## src/rtl/axi_lite_pkg.sv

```systemverilog
// rtl/axi_lite_pkg.sv - shared response codes, FSM state types and seven-segment table
package axi_lite_pkg;

   localparam logic [1:0] RESP_OKAY   = 2'b00;
   localparam logic [1:0] RESP_SLVERR = 2'b10;

   typedef enum logic [1:0] {
      W_IDLE    = 2'd0,
      W_HAVE_AW = 2'd1,
      W_HAVE_W  = 2'd2,
      W_RESP    = 2'd3
   } w_state_e;

   typedef enum logic {
      R_IDLE  = 1'b0,
      R_VALID = 1'b1
   } r_state_e;

   // Active-high segments, bit0=a .. bit6=g, bit7=dp (always off)
   localparam logic [7:0] SEG7_TABLE [16] = '{
      8'h3F, 8'h06, 8'h5B, 8'h4F, 8'h66, 8'h6D, 8'h7D, 8'h07,
      8'h7F, 8'h6F, 8'h77, 8'h7C, 8'h39, 8'h5E, 8'h79, 8'h71
   };

endpackage

```

## src/rtl/hex7seg_dec.sv

```systemverilog
// rtl/hex7seg_dec.sv - combinational nibble to seven-segment decoder
module hex7seg_dec
   import axi_lite_pkg::*;
(
   input  logic [3:0] nibble_i,
   output logic [7:0] seg_o
);

   assign seg_o = SEG7_TABLE[nibble_i];

endmodule

```

## src/rtl/axi_lite_regfile.sv

```systemverilog
// rtl/axi_lite_regfile.sv - AXI-Lite-style register file with OKAY/SLVERR responses
// Optional hex display of the last OKAY read under AXI_LITE_REGFILE_HEX_DISP_EN.
module axi_lite_regfile
   import axi_lite_pkg::*;
#(
   parameter int DATA_W = 8,
   parameter int ADDR_W = 4,
   parameter int DEPTH  = 16
) (
   input  logic              clk,
   input  logic              rst_n,
   input  logic              s_awvalid,
   input  logic [ADDR_W-1:0] s_awaddr,
   output logic              s_awready,
   input  logic              s_wvalid,
   input  logic [DATA_W-1:0] s_wdata,
   output logic              s_wready,
   output logic              s_bvalid,
   output logic [1:0]        s_bresp,
   input  logic              s_bready,
   input  logic              s_arvalid,
   input  logic [ADDR_W-1:0] s_araddr,
   output logic              s_arready,
   output logic              s_rvalid,
   output logic [DATA_W-1:0] s_rdata,
   output logic [1:0]        s_rresp,
   input  logic              s_rready,
   output logic [7:0]        disp_hex
);

   localparam logic [ADDR_W:0] DEPTH_C = DEPTH[ADDR_W:0];

   w_state_e          w_state_q, w_state_d;
   logic [ADDR_W-1:0] awaddr_q, awaddr_d;
   logic [DATA_W-1:0] wdata_q, wdata_d;
   logic [1:0]        bresp_q, bresp_d;
   logic              commit;
   logic              c_ok;
   logic [ADDR_W-1:0] c_addr;
   logic [DATA_W-1:0] c_data;
   logic              aw_hs, w_hs, ar_hs, ar_ok;
   logic [DATA_W-1:0] regs_q [DEPTH];

   r_state_e          r_state_q;
   logic [DATA_W-1:0] rdata_q;
   logic [1:0]        rresp_q;

   assign s_awready = (w_state_q == W_IDLE) || (w_state_q == W_HAVE_W);
   assign s_wready  = (w_state_q == W_IDLE) || (w_state_q == W_HAVE_AW);
   assign s_bvalid  = (w_state_q == W_RESP);
   assign s_bresp   = bresp_q;
   assign aw_hs     = s_awvalid && s_awready;
   assign w_hs      = s_wvalid && s_wready;

   // Commit address/data come from the bus or from whichever half was latched first
   always_comb begin
      w_state_d = w_state_q;
      awaddr_d  = awaddr_q;
      wdata_d   = wdata_q;
      bresp_d   = bresp_q;
      commit    = 1'b0;
      c_addr    = s_awaddr;
      c_data    = s_wdata;
      case (w_state_q)
         W_IDLE: begin
            if (aw_hs && w_hs) begin
               commit = 1'b1;
            end else if (aw_hs) begin
               awaddr_d  = s_awaddr;
               w_state_d = W_HAVE_AW;
            end else if (w_hs) begin
               wdata_d   = s_wdata;
               w_state_d = W_HAVE_W;
            end
         end
         W_HAVE_AW: begin
            c_addr = awaddr_q;
            commit = w_hs;
         end
         W_HAVE_W: begin
            c_data = wdata_q;
            commit = aw_hs;
         end
         W_RESP: begin
            if (s_bready) w_state_d = W_IDLE;
         end
         default: w_state_d = W_IDLE;
      endcase
      c_ok = ({1'b0, c_addr} < DEPTH_C);
      if (commit) begin
         w_state_d = W_RESP;
         bresp_d   = c_ok ? RESP_OKAY : RESP_SLVERR;
      end
   end

   always_ff @(posedge clk or negedge rst_n) begin
      if (!rst_n) begin
         w_state_q <= W_IDLE;
         awaddr_q  <= '0;
         wdata_q   <= '0;
         bresp_q   <= RESP_OKAY;
      end else begin
         w_state_q <= w_state_d;
         awaddr_q  <= awaddr_d;
         wdata_q   <= wdata_d;
         bresp_q   <= bresp_d;
      end
   end

   always_ff @(posedge clk or negedge rst_n) begin
      if (!rst_n) begin
         for (int i = 0; i < DEPTH; i++) regs_q[i] <= '0;
      end else if (commit && c_ok) begin
         regs_q[c_addr] <= c_data;
      end
   end

   assign s_arready = (r_state_q == R_IDLE) || s_rready;
   assign ar_hs     = s_arvalid && s_arready;
   assign ar_ok     = ({1'b0, s_araddr} < DEPTH_C);

   // Reads sample regs_q before any same-edge write lands
   always_ff @(posedge clk or negedge rst_n) begin
      if (!rst_n) begin
         r_state_q <= R_IDLE;
         rdata_q   <= '0;
         rresp_q   <= RESP_OKAY;
      end else if (ar_hs) begin
         r_state_q <= R_VALID;
         rdata_q   <= ar_ok ? regs_q[s_araddr] : '0;
         rresp_q   <= ar_ok ? RESP_OKAY : RESP_SLVERR;
      end else if (s_rready) begin
         r_state_q <= R_IDLE;
      end
   end

   assign s_rvalid = (r_state_q == R_VALID);
   assign s_rdata  = rdata_q;
   assign s_rresp  = rresp_q;

`ifdef AXI_LITE_REGFILE_HEX_DISP_EN
   logic [7:0] seg;
   logic [7:0] disp_q;

   hex7seg_dec u_dec (
      .nibble_i (rdata_q[3:0]),
      .seg_o    (seg)
   );

   always_ff @(posedge clk or negedge rst_n) begin
      if (!rst_n) begin
         disp_q <= SEG7_TABLE[0];
      end else if (s_rvalid && s_rready && (rresp_q == RESP_OKAY)) begin
         disp_q <= seg;
      end
   end

   assign disp_hex = disp_q;
`else
   assign disp_hex = 8'h00;
`endif

endmodule

```

## config.mk

```make
export PLATFORM = sky130hd
export DESIGN_NAME = axi_lite_regfile
export DESIGN_NICKNAME = d
export VERILOG_FILES = /design/src/rtl/axi_lite_pkg.sv /design/src/rtl/hex7seg_dec.sv /design/src/rtl/axi_lite_regfile.sv
export SDC_FILE = /design/constraint.sdc
export NUM_CORES = 1
export LEC_CHECK = 0
export CORE_ASPECT_RATIO = 1.5
export CORE_MARGIN = 5
export CORE_UTILIZATION = 40
export CTS_BUF_LIST = sky130_fd_sc_hd__clkbuf_4 sky130_fd_sc_hd__clkbuf_8 sky130_fd_sc_hd__clkbuf_16
export DETAILED_ROUTE_END_ITERATION = 16
export HOLD_SLACK_MARGIN = 0.08
export SYNTH_ARGS = -nofsm -noshare
export SYNTH_HDL_FRONTEND = slang
export SYNTH_SLANG_ARGS = --single-unit
```

## constraint.sdc

```tcl
create_clock -name clk -period 4.3 [get_ports clk]
set_input_delay 0.86 -clock clk [delete_from_list [all_inputs] [get_ports clk]]
set_output_delay 0.86 -clock clk [all_outputs]
set_load 0.01 [all_outputs]
```

==> results of run 1 <==
## layout make-up
class	instances	area share, %
Multi-Input combinational cell	294	38.6
Tap cell	213	3.26
Clock buffer	17	5.21
Sequential cell	151	46.2
Timing Repair Buffer	41	4.95
Clock inverter	15	1.44
Inverter	7	0.322
## cell usage after synthesis (3+ instances only)
cell type	count	area, um2
nand3_1	13	65.1
buf_2	9	45.0
mux4_2	26	586
buf_1	3	11.3
nand2_1	14	52.6
a2111oi_0	4	35.0
clkbuf_1	13	48.8
inv_1	7	26.3
dfrtp_1	151	3780
o221ai_1	6	52.6
nor4bb_1	4	40.0
nor4b_1	3	26.3
mux2i_1	16	160
nor3b_4	5	93.8
nor2b_1	7	43.8
a31o_2	4	35.0
mux2_2	152	1710
nand2b_1	5	31.3
buf_4	12	90.1
## stage by stage
stage / area, um2 / cells / hold slack (ns) / worst slack, ns
5_1_grt: 8170 / 738 / 0.508 / 1.30
4_1_cts: 8170 / 738 / 0.501 / 1.33
3_5_place_dp: 7630 / 706 / 0.487 / 1.06
2_1_floorplan: 7160 / 490 / 0.471 / 2.02
6_report: 8170 / 738 / 0.500 / 1.35
3_3_place_gp: 7630 / 706 / 0.482 / 1.08
## worst max-delay path by stage
stage,cells after the start,to,from
finish,3,s_arready,s_rready
global route,3,s_arready,s_rready
CTS,3,s_arready,s_rready
detailed placement,5,regs_q[59],s_wvalid
global placement,5,regs_q[63],s_wvalid
floorplan,4,s_rdata[1],s_araddr[0]
## cells by family after synthesis
family	share of synthesized area, %
muxes	34.5
and+or+nand+nor	6.18
DFF	53.1
other	0.0527
buffers and inverters	3.27
AOI/OAI and AO/OA	2.93
## critical path: stages
cell	delay [ns]
clkdlybuf4s50_1	0.44
nand2b_1	0.21
clkdlybuf4s50_1	0.58
## layer usage
metal,GRT usage [%],share of wire (%)
met1,19.0,40
met5,0,0
met2,29.8,56
met3,3.62,2.1
met4,5.32,1.8
## state kept, by name (all words and copies together) (netlist names)
name,cells
w_state_q,2
wdata_q,8
awaddr_q,4
regs_q,128
s_rvalid,1
s_rdata,8
## power groups by stage
| stage | logic, mW | registers [mW] | clock network [mW] |
|---|---|---|---|
| final | 1.68 | 2.45 | 1.37 |
| after global routing | 1.83 | 2.53 | 1.47 |
| after CTS | 1.71 | 2.45 | 1.40 |
| after detailed placement | 1.70 | 2.48 | 0 |
| after global placement | 1.65 | 2.44 | 0 |
| after floorplan | 1.32 | 2.34 | 0 |
==> out/results.ini, run 1 <==
[setup_path]
timing.rr.end=regs_q[16]
end_kind=output port
path_max_fanout=6
rrSetupSlack_ns=1.66
required_ns=3.44
critical_path_class=primary input to output port
regToRegStartpoint=w_state_q[1]
critPathArrivalTime_ns=2.09
reg2regPathDepth=4
worstSetupStartpointType=primary input

[route]
drc=0
vias_per_cell=5.59
drtIter0Drc=207
routedWlPerCell_um=22.0
dr.pass1.iters=6
drt-total-wl_mm=16.2
vias=4124
postRouteAntennaNets=0

[cells_and_area]
fillCellCount=1531
final_util_pct=46.9
seq_area_um2=3780
layout_common_cells=152 x mux2_2, 151 x dfrtp_1, 33 x clkdlybuf4s50_1, 26 x mux4_2, 17 x clkbuf_16
multi_input_area_um2=3150
layout_commonest_cell=mux2_2
final_nets=535
drive_gt1_share_pct=44.0
antennaDiodeCount=0
syn_to_final_growth_pct=14.7

[clock_network]
htreeDepth=4
cts_root_buf=clkbuf_16
cts_tree=built
cts_made_buffers=17
max-clock-path-buffers=2
postCtsSetupBuffers=0
path_clk_slew_ns=0.06
cts_hold_buf=0
cts_resized=0
numClockSinks=151
insertion_delay_ns=0.42

[place]
gp_congestion=0.766
dp_hpwl_mm=11.2
port_buffers=35

[global_routing]
grt_antenna_before_repair=0
grt_max_degree=100
grt_pass1_vias=4568
grt.total_usage_pct=16.4
grt_first_pass_wirelength_mm=26.1
grt_overflow=0

[hold_path]
holdCritPathClass=flip-flop to flip-flop
holdPathStages=1
min-delay-start=regs_q[83]
hold_end=regs_q[83]

[synthesis]
synth_cells=479
synth-seq-area-share_pct=53.1
synth_edf_count=0
async_flop_share_pct=100
ys_types=37
syn-cell-area_um2=7120
ys.flop_type=dfrtp_1
yosysWarningCount=0
ys_ff_latch=151
avgSynthCellArea_um2=14.9

[sta]
skew_ns=0.0135
fin_crit_ns=2.95
rsz0062_at_grt=false
setup-tns-final_ns=0
slew_violations=0
fmax_mhz=339
setup_violations=0
finalHoldViolCount=0
worstMarginPinSlew_ns=1.09
relSlewSlack_pct=26.6
fin_crit_sh_pct=68.7

[pwr]
switching_share_pct=30.7
clkPwrFrac_pct=24.9
p_seq_share_pct=44.6
netSwitchingPower_mw=1.69
intPower_mw=3.81
power_density_nw_per_um2=674
power_mw=5.50
ir_drop_mv=0.277
power.share.combinational_pct=30.5
power_leakage_nw=3.57

[die]
fp.coreArea_um2=17400
initial_core_util_pct=40.9
rows=59
die_y_um=173
dieWidth_um=119
fp.dieArea_um2=20600
io_pins=48

[outcome]
status=complete, no violations

[run]
cap_violations=0

(Power assumes the default switching activity.)
==> inputs of run 2 (changes only) <==
==> constraint.sdc (replaced) <==
create_clock -name clk -period 2.4 [get_ports clk]
set_input_delay 0.48 -clock clk [delete_from_list [all_inputs] [get_ports clk]]
set_output_delay 0.48 -clock clk [all_outputs]
set_load 0.01 [all_outputs]
==> run 2 against run 1 <==
  * Utilization rose by 2.6 points
  * Critical path type is now flip-flop to flip-flop
  * Final cell count rose by 6.2%
  * Combinational power rose by 93%
  * Sequential share of layout area fell by 2.5 points
  * Worst hold slack got worse by 0.0034 ns
==> out/results.ini, run 2 (synthesis gave the netlist of run 1 again) <==
[outcome]
status=complete, no violations

[clock_network]
cts_made_buffers=17
numClockSinks=151
path_clk_slew_ns=0.06
cts_tree=built
max-clock-path-buffers=2
cts_root_buf=clkbuf_16
insertion_delay_ns=0.42
htreeDepth=4

[pwr]
p_seq_share_pct=42.6
switching_share_pct=29.5
ir_drop_mv=0.518
intPower_mw=7.24
clkPwrFrac_pct=25.9
netSwitchingPower_mw=3.04
power_density_nw_per_um2=1190
power_leakage_nw=3.83
power.share.combinational_pct=31.5

[place]
dp_hpwl_mm=11.9
port_buffers=35
gp_congestion=0.816
dp.cells=751

[cells_and_area]
regMostFlops=regs_q
drive_gt1_share_pct=48.3
final_nets=581
layout_commonest_cell=mux2_2
antennaDiodeCount=0
layoutNonFillerInstCount=784
syn_to_final_growth_pct=21.2
layout_common_cells=152 x mux2_2, 151 x dfrtp_1, 45 x buf_4, 33 x clkdlybuf4s50_1, 26 x mux4_2
largest_reg_flops=128

[setup_path]
rrSetupSlack_ns=0.26
path_cells=buf_4, nor4b_1, a31oi_2, nor3b_4, buf_12, mux2_2
crit_buf_inv=2
path_max_fanout=8
worstSetupStartpointType=flip-flop
critical_path_class=flip-flop to flip-flop
critPathTopFamily=simple AND/OR/NAND/NOR gates
critPathArrivalTime_ns=2.43
end_kind=flip-flop
worst_path_max_delay_cell=dfrtp_1
slowest_delay_ns=0.43
required_ns=2.69

[route]
drtIter0Drc=220
dr.pass1.iters=5
drt-total-wl_mm=16.4
vias=4288
drc=0
vias_per_cell=5.47
postRouteAntennaNets=0
routedWlPerCell_um=21.0

[global_routing]
grt_pass1_vias=4869
use_met2_pct=30.5
grt_first_pass_wirelength_mm=27.1
grt_util_met3_pct=2.74
use_met1_pct=19.6
grt_max_degree=54
grt_overflow=0
gr-max-usage-layer=met2
grt.total_usage_pct=16.9
grt_antenna_before_repair=0

[die]
initial_core_util_pct=40.9
fp.coreArea_um2=17400
die_y_um=173
dieWidth_um=119
io_pins=48
fp.dieArea_um2=20600
rows=59

[sta]
holdWs_ns=0.497
fin_crit_ns=2.14
skew_ns=0.0148
fmax_mhz=468
setup_violations=0
slew_violations=0
setup-tns-final_ns=0
rsz0062_at_grt=false
relSlewSlack_pct=58.9
fin_crit_sh_pct=89.0
worstMarginPinSlew_ns=0.615
finalHoldViolCount=0

[run]
cap_violations=0

[hold_path]
holdCritPathClass=flip-flop to flip-flop

-- run 2: cell count changes in the layout (fill, tap and decap cells not counted) --
| cell | previous run | this run |
|---|---|---|
| clkinvlp_4 | 5 | 4 |
| clkinv_4 | 2 | 1 |
| clkinv_2 | 2 | 1 |
| inv_6 | 6 | 2 |
| dlygate4sd3_1 | 0 | 1 |
| buf_4 | 5 | 45 |
| bufinv_16 | 0 | 2 |
| buf_12 | 1 | 6 |
| clkbuf_4 | 0 | 4 |
| clkbuf_8 | 0 | 1 |
-- run 2: layout make-up --
type / count / area (um2)
multi-input combinational: 294 / 3150
fill: 1478 / 8790
timing repair buffer: 87 / 815
clock inverter: 10 / 121
clock buffer: 22 / 469
tap: 213 / 267
sequential: 151 / 3780
inverter: 7 / 26.3
-- run 2: worst paths after layout --
kind,cells past startpoint,to,from
min,2,s_rdata[7],s_rdata[7]
min in group asynchronous,2,regs_q[41],rst_n
min reg2reg,2,s_rdata[7],s_rdata[7]
max in group asynchronous,3,regs_q[31],rst_n
max,6,regs_q[26],w_state_q[1]
max reg2reg,6,regs_q[26],w_state_q[1]
-- run 2: what timing repair did --
action / 4_1_cts / 5_1_grt
setup buffers: 0 / 0
resized for setup: 0 / 0
endpoints found under the hold margin: 49 / 0
hold buffers: 1 / 0
-- run 2: power by group through the flow --
stage | Sequential (mW) | Combinational [mW] | Clock [mW]
2_1_floorplan | 4.19 | 2.37 | 0
3_3_place_gp | 4.36 | 3.17 | 0
3_5_place_dp | 4.43 | 3.27 | 0
4_1_cts | 4.39 | 3.29 | 2.71
5_1_grt | 4.51 | 3.52 | 2.82
6_report | 4.38 | 3.24 | 2.66
-- run 2: per-layer routing --
layer,vias to the layer above,routed length [um]
li1,1930,-
met1,2231,6580
met2,91,8910
met3,36,383
met4,0,558
met5,-,0
-- run 2: metrics by stage --
stage	worst slack [ns]	instance area, um2	total power, mW	util, %
finish	0.264	8630	10.3	49.5
global route	0.176	8630	10.8	49.5
CTS	0.244	8630	10.4	49.5
detailed placement	-0.0219	8030	7.70	46.1
global placement	-0.00779	8030	7.54	46.1
floorplan	0.377	7160	6.56	-
-- run 2: worst register-to-register path: cells and delay by family, from the launching register on --
| kind | cells | cell delay (ns) |
|---|---|---|
| AOI/OAI and AO/OA | 1 | 0.20 |
| buffers and inverters | 2 | 0.35 |
| DFF | 1 | 0.43 |
| muxes | 1 | 0.33 |
| and+or+nand+nor | 2 | 0.71 |
==> inputs of run 3 (changes only) <==
--- a/config.mk
+++ b/config.mk
@@ -11,6 +11,8 @@
 export CTS_BUF_LIST = sky130_fd_sc_hd__clkbuf_4 sky130_fd_sc_hd__clkbuf_8 sky130_fd_sc_hd__clkbuf_16
 export DETAILED_ROUTE_END_ITERATION = 16
 export HOLD_SLACK_MARGIN = 0.08
+export PLACE_DENSITY = 0.56
+export SETUP_SLACK_MARGIN = 0.4
 export SYNTH_ARGS = -nofsm -noshare
 export SYNTH_HDL_FRONTEND = slang
 export SYNTH_SLANG_ARGS = --single-unit
==> run 3 against run 2 <==
  * Final cell count rose by 0.77%
  * Die area is the same
  * Critical path depth grew 1
  * Maximum frequency is 6.9% higher
  * Sequential cell count is the same
  * Sequential share of layout area is 1.1 points lower
  * Count of clock-buffer cells in the layout unchanged
  * Register-to-register slack better by 0.17 ns
  * Global-route usage hardly changed
  * First-iteration DRC count down 6.8%
  * Utilization rose by 1.3 points
  * Clock power decreased by 2%
  * Critical path type is now primary input to flip-flop
  * Largest power group unchanged
==> out/results.ini, run 3 (synthesis gave the netlist of run 1 again) <==
[outcome]
status=complete, no violations

[global_routing]
grt_antenna_before_repair=0
grt_max_degree=64
grt_first_pass_wirelength_mm=26.7
grt_pass1_vias=4589
grt_overflow=0
grt.total_usage_pct=16.9

[setup_path]
end_kind=flip-flop
path_max_fanout=8
critical_path_class=primary input to flip-flop
required_ns=2.70
critPathArrivalTime_ns=2.30
path_cells=clkdlybuf4s50_1, nor2_2, or3_4, buf_12, nor3b_4, buf_12, mux2_2
worst_path_max_delay_cell=clkdlybuf4s50_1
slowest_delay_ns=0.50
critPathTopFamily=buffers and inverters
crit_top_cell=buf_12
crit_buf_inv=3
worstSetupStartpointType=primary input

[cells_and_area]
largest_reg_flops=128
antennaDiodeCount=0
layout_common_cells=149 x mux2_2, 149 x dfrtp_1, 43 x buf_4, 27 x clkdlybuf4s50_1, 26 x mux4_2
final_nets=588
drive_gt1_share_pct=51.3
design_area_um2=8850
syn_to_final_growth_pct=24.3
regMostFlops=regs_q

[route]
met1_length_mm=6.87
drc=0
dr.max_layer_used=met4
drt-total-wl_mm=16.7
dr.pass1.iters=4
wl_met3_um=533
drtIter0Drc=205
met2_length_mm=9.03
vias_per_cell=5.42
routedWlPerCell_um=21.2
vias=4283
postRouteAntennaNets=0

[pwr]
ir_drop_mv=0.533
power_mw=10.5
power_density_nw_per_um2=1190
power_leakage_nw=3.97

[place]
port_buffers=35
dp_hpwl_mm=11.8
gp_congestion=0.748
placed_cell_area_um2=8010

[sta]
worstMarginPinSlew_ns=0.744
fin_crit_sh_pct=83.2
slew_violations=0
finalHoldViolCount=0
relSlewSlack_pct=50.4
fmax_mhz=501
fin_crit_ns=2.00
setup_violations=0
skew_ns=0.00840
rsz0062_at_grt=true

[clock_network]
htreeDepth=4
path_clk_slew_ns=0.06
cts_root_buf=clkbuf_16
insertion_delay_ns=0.42
cts_made_buffers=17
cts_tree=built
max-clock-path-buffers=2
numClockSinks=151

[run]
cap_violations=0

[die]
dieWidth_um=119
fp.dieArea_um2=20600
rows=59
die_y_um=173
initial_core_util_pct=40.9
fp.coreArea_um2=17400
io_pins=48

[hold_path]
holdCritPathClass=flip-flop to flip-flop

## run 3: cell count changes in the layout (fill, tap and decap cells not counted), sizes merged
| cell | previous run | this run |
|---|---|---|
| clkinv | 2 | 3 |
| clkinvlp | 4 | 3 |
| clkdlybuf4s50 | 33 | 27 |
| dlymetal6s2s | 0 | 2 |
| dlygate4sd2 | 0 | 3 |
| buf | 53 | 61 |
| bufinv | 2 | 1 |
## run 3: path summary, 6_finish.rpt
check / startpoint / end / slack (ns) / depth (start not counted)
hold / removal: s_rdata[1] / s_rdata[1] / 0.49 / 2
setup reg to reg: w_state_q[0] / regs_q[60] / 0.43 / 7
max in group asynchronous: rst_n / s_rdata[2] / 1.22 / 3
hold reg to reg: s_rdata[1] / s_rdata[1] / 0.49 / 2
min in group asynchronous: rst_n / wdata_q[7] / 0.53 / 2
setup / recovery: s_wvalid / regs_q[60] / 0.40 / 7
## run 3: routing by layer
metal	global-route usage, %	vias up
li1	-	1946
met1	20.5	2244
met2	29.6	72
met3	3.75	21
met4	5.90	0
met5	0	-
## run 3: area by class of cell
class                           count  area [um2]
Timing Repair Buffer               94         923
Sequential cell                   151        3780
Tap cell                          213         267
Clock buffer                       22         488
Fill cell                        1487        8570
Multi-Input combinational cell    294        3270
Clock inverter                      9        92.6
Inverter                            7        26.3
## run 3: metrics by stage
stage          setup WS (ns)  setup TNS, ns  instances  hold slack [ns]  utilization [%]
2_1_floorplan          0.395              0        490            0.184                -
3_3_place_gp         -0.0251         -0.678        748            0.408             46.0
4_1_cts                0.388              0        782            0.494             49.7
3_5_place_dp         -0.0267         -0.458        748            0.413             46.0
6_report               0.402              0        790            0.492             50.8
5_1_grt                0.355              0        790            0.509             50.8
## run 3: where the power goes
part	leakage [nW]	switching (mW)	internal [mW]
combinational	1.80	1.40	2.11
clock	0.279	1.05	1.55
sequential	1.89	0.671	3.74
total	3.97	3.12	7.40
## run 3: worst reg2reg max path: stages, from the launching register on
cell and delay, ns:
dfrtp_2 0.39, buf_12 0.13, nor2_1 0.05, or3_4 0.40, buf_12 0.16, nor3b_4 0.23, buf_12 0.16, mux2_2 0.33
## run 3: what timing repair did
| item | 4_1_cts | 5_1_grt |
|---|---|---|
| setup buffers | 2 | 8 |
| hold buffers | 1 | 0 |
| setup endpoints to repair | 54 | 50 |
| resized for setup | 11 | 25 |
| pin swaps | 1 | 5 |
| endpoints found under the hold margin | 36 | 0 |
==> edit (settings of run 2) <==
The option `AXI_LITE_REGFILE_HEX_DISP_EN` is turned on by a define.
--- a/src/rtl/axi_lite_regfile.sv
+++ b/src/rtl/axi_lite_regfile.sv
@@ -1,4 +1,6 @@
 // rtl/axi_lite_regfile.sv - AXI-Lite-style register file with OKAY/SLVERR responses
 // Optional hex display of the last OKAY read under AXI_LITE_REGFILE_HEX_DISP_EN.
+`define AXI_LITE_REGFILE_HEX_DISP_EN
+
 module axi_lite_regfile
    import axi_lite_pkg::*;
Formal check against the unedited RTL: not equivalent (a bounded check fails within 4 cycles, from zero or initial values and one cycle with rst_n low).
==> edit against run 2 <==
Design area increased by 9.8%. Sequential cell count grew 7. Wire length up 8.3%. Total power is 5.9% higher. Die area grew 8.2%. Clock power is 12% higher. Global-route usage up 0.098 points. Worst setup slack got worse by 0.15 ns. Area after synthesis up 8.8%. Critical path type is now reg -> out. Critical endpoint is now s_bvalid.
==> edit: results (changes against run 2) <==
Outcome
  • Status: finished, final reports clean

Place
  • Placed insts: 860 (+15%)
  • Placed cell area: 8812 sq um (+9.8%)
  • Detail Placement HPWL: 12510 um (+5.5%)
  • Gpl congestion: 0.8070 (-1.1%)
  • Dpl ws: -0.06142 ns (-0.03950 ns)
  • Port bufs: 42 (+20%)

Cells and area
  • Nets@finish: 654 (+13%)
  • Non-Filler Instances: 893 (+14%)
  • Fraction of layout cells with a size suffix above 1: 0.4568 (-0.02653)
  • Final instance area: 9475 sq um (+9.8%)
  • Filler cells: 1694 (+15%)

Routing
  • Metal2 WL: 9681 um (+8.7%)
  • Vias after detailed routing: 4729 (+10%)
  • Drt pass-1 iters: 4 (-1)
  • DRT Wirelength: 17790 um (+8.3%)

Critical path
  • Critical path's slowest cell: clkdlybuf4s50_1
  • Arrival time worst endpoint: 1.81 ns (-0.62 ns)
  • Reg2reg setup slack: 0.30 ns (+0.04 ns)
  • Worst path max stage delay: 0.58 ns (+0.15 ns)
  • CP max FO: 10 (+2)

Logic synthesis
  • Ranking of synthesized cells by area: dfrtp_1 49%, mux2_2 22%, mux4_2 7.0%, dfstp_2 2.0%, mux2i_1 1.3%
  • Compound-cell area share of the yosys netlist: 0.04472 (+0.01538)
  • Post-Synth Adder-Cell Area: 0.01130 (+0.01130)
  • Seq/Total Area, Yosys: 0.5111 (-0.01943)
  • Synthesized instance count: 550 (+15%)
  • Mux cell area share after synthesis: 0.3232 (-0.02183)

Timing
  • Least-Margin Pin Slew: 0.5203 ns (-0.09444 ns)
  • Peak Freq: 0.4376 GHz (-6.5%)

Power and ir drop
  • Pleak: 4.227 nW (+10%)
  • Worst ir drop on vdd: 0.0005193 V (+0.28%)

Clock tree
  • Clk_lat worst skew: 0.42 ns (about the same)

GRT
  • Total track usage: 0.1700 (+0.0009755)
  • Largest net degree at the start of global routing: 59 (+9.3%)
  • Number of global-route vias before repair: 5233 (+7.5%)
  • First-pass GRT wire length: 29270 um (+8.1%)
-- edit: cell count changes after synthesis, moves of 7 or more --
cell	delta
ha_1	+7
a211o_1	+7
nand3_2	+10
buf_4	-7
nor2_1	+11
buf_2	+9
nand3_1	-11
o21ai_0	+8
-- edit: power groups by stage --
| stage | combinational (mW) | sequential (mW) | clock (mW) |
|---|---|---|---|
| floorplan | 2.46 | 4.32 | 0 |
| global placement | 3.35 | 4.47 | 0 |
| detailed placement | 3.46 | 4.55 | 0 |
| CTS | 3.48 | 4.51 | 3.03 |
| global route | 3.72 | 4.66 | 3.13 |
| finish | 3.41 | 4.51 | 2.97 |
-- edit: area by class of cell --
cell class / instances / share of cell area
sequential: 158 / 0.4181
multi-input combinational: 350 / 0.3757
timing repair buffer: 88 / 0.09996
clock buffer: 18 / 0.04635
tap: 256 / 0.03380
clock inverter: 14 / 0.02258
inverter: 9 / 0.003565
-- edit: critical path: cells and delay by family (launching register included) --
family	cells	cell delay (ns)
buffers and inverters	1	0.58
DFF	1	0.51
and+or+nand+nor	1	0.29
-- edit: path summary, 6_finish.rpt --
kind / startpoint / to
min: disp_hex[0]$_DFFE_PN1P_ / disp_hex[0]$_DFFE_PN1P_
min in group asynchronous: rst_n / regs_q[117]$_DFFE_PN0P_
min reg2reg: disp_hex[0]$_DFFE_PN1P_ / disp_hex[0]$_DFFE_PN1P_
max: w_state_q[1]$_DFFE_PN0P_ / s_bvalid
max in group asynchronous: rst_n / awaddr_q[2]$_DFFE_PN0P_
max reg2reg: w_state_q[1]$_DFFE_PN0P_ / regs_q[10]$_DFFE_PN0P_
-- edit: routing by layer --
metal	global-route usage	up-vias
met5	0	-
met4	0.04435	0
met3	0.03204	17
met2	0.2997	61
met1	0.2106	2480
li1	-	2171
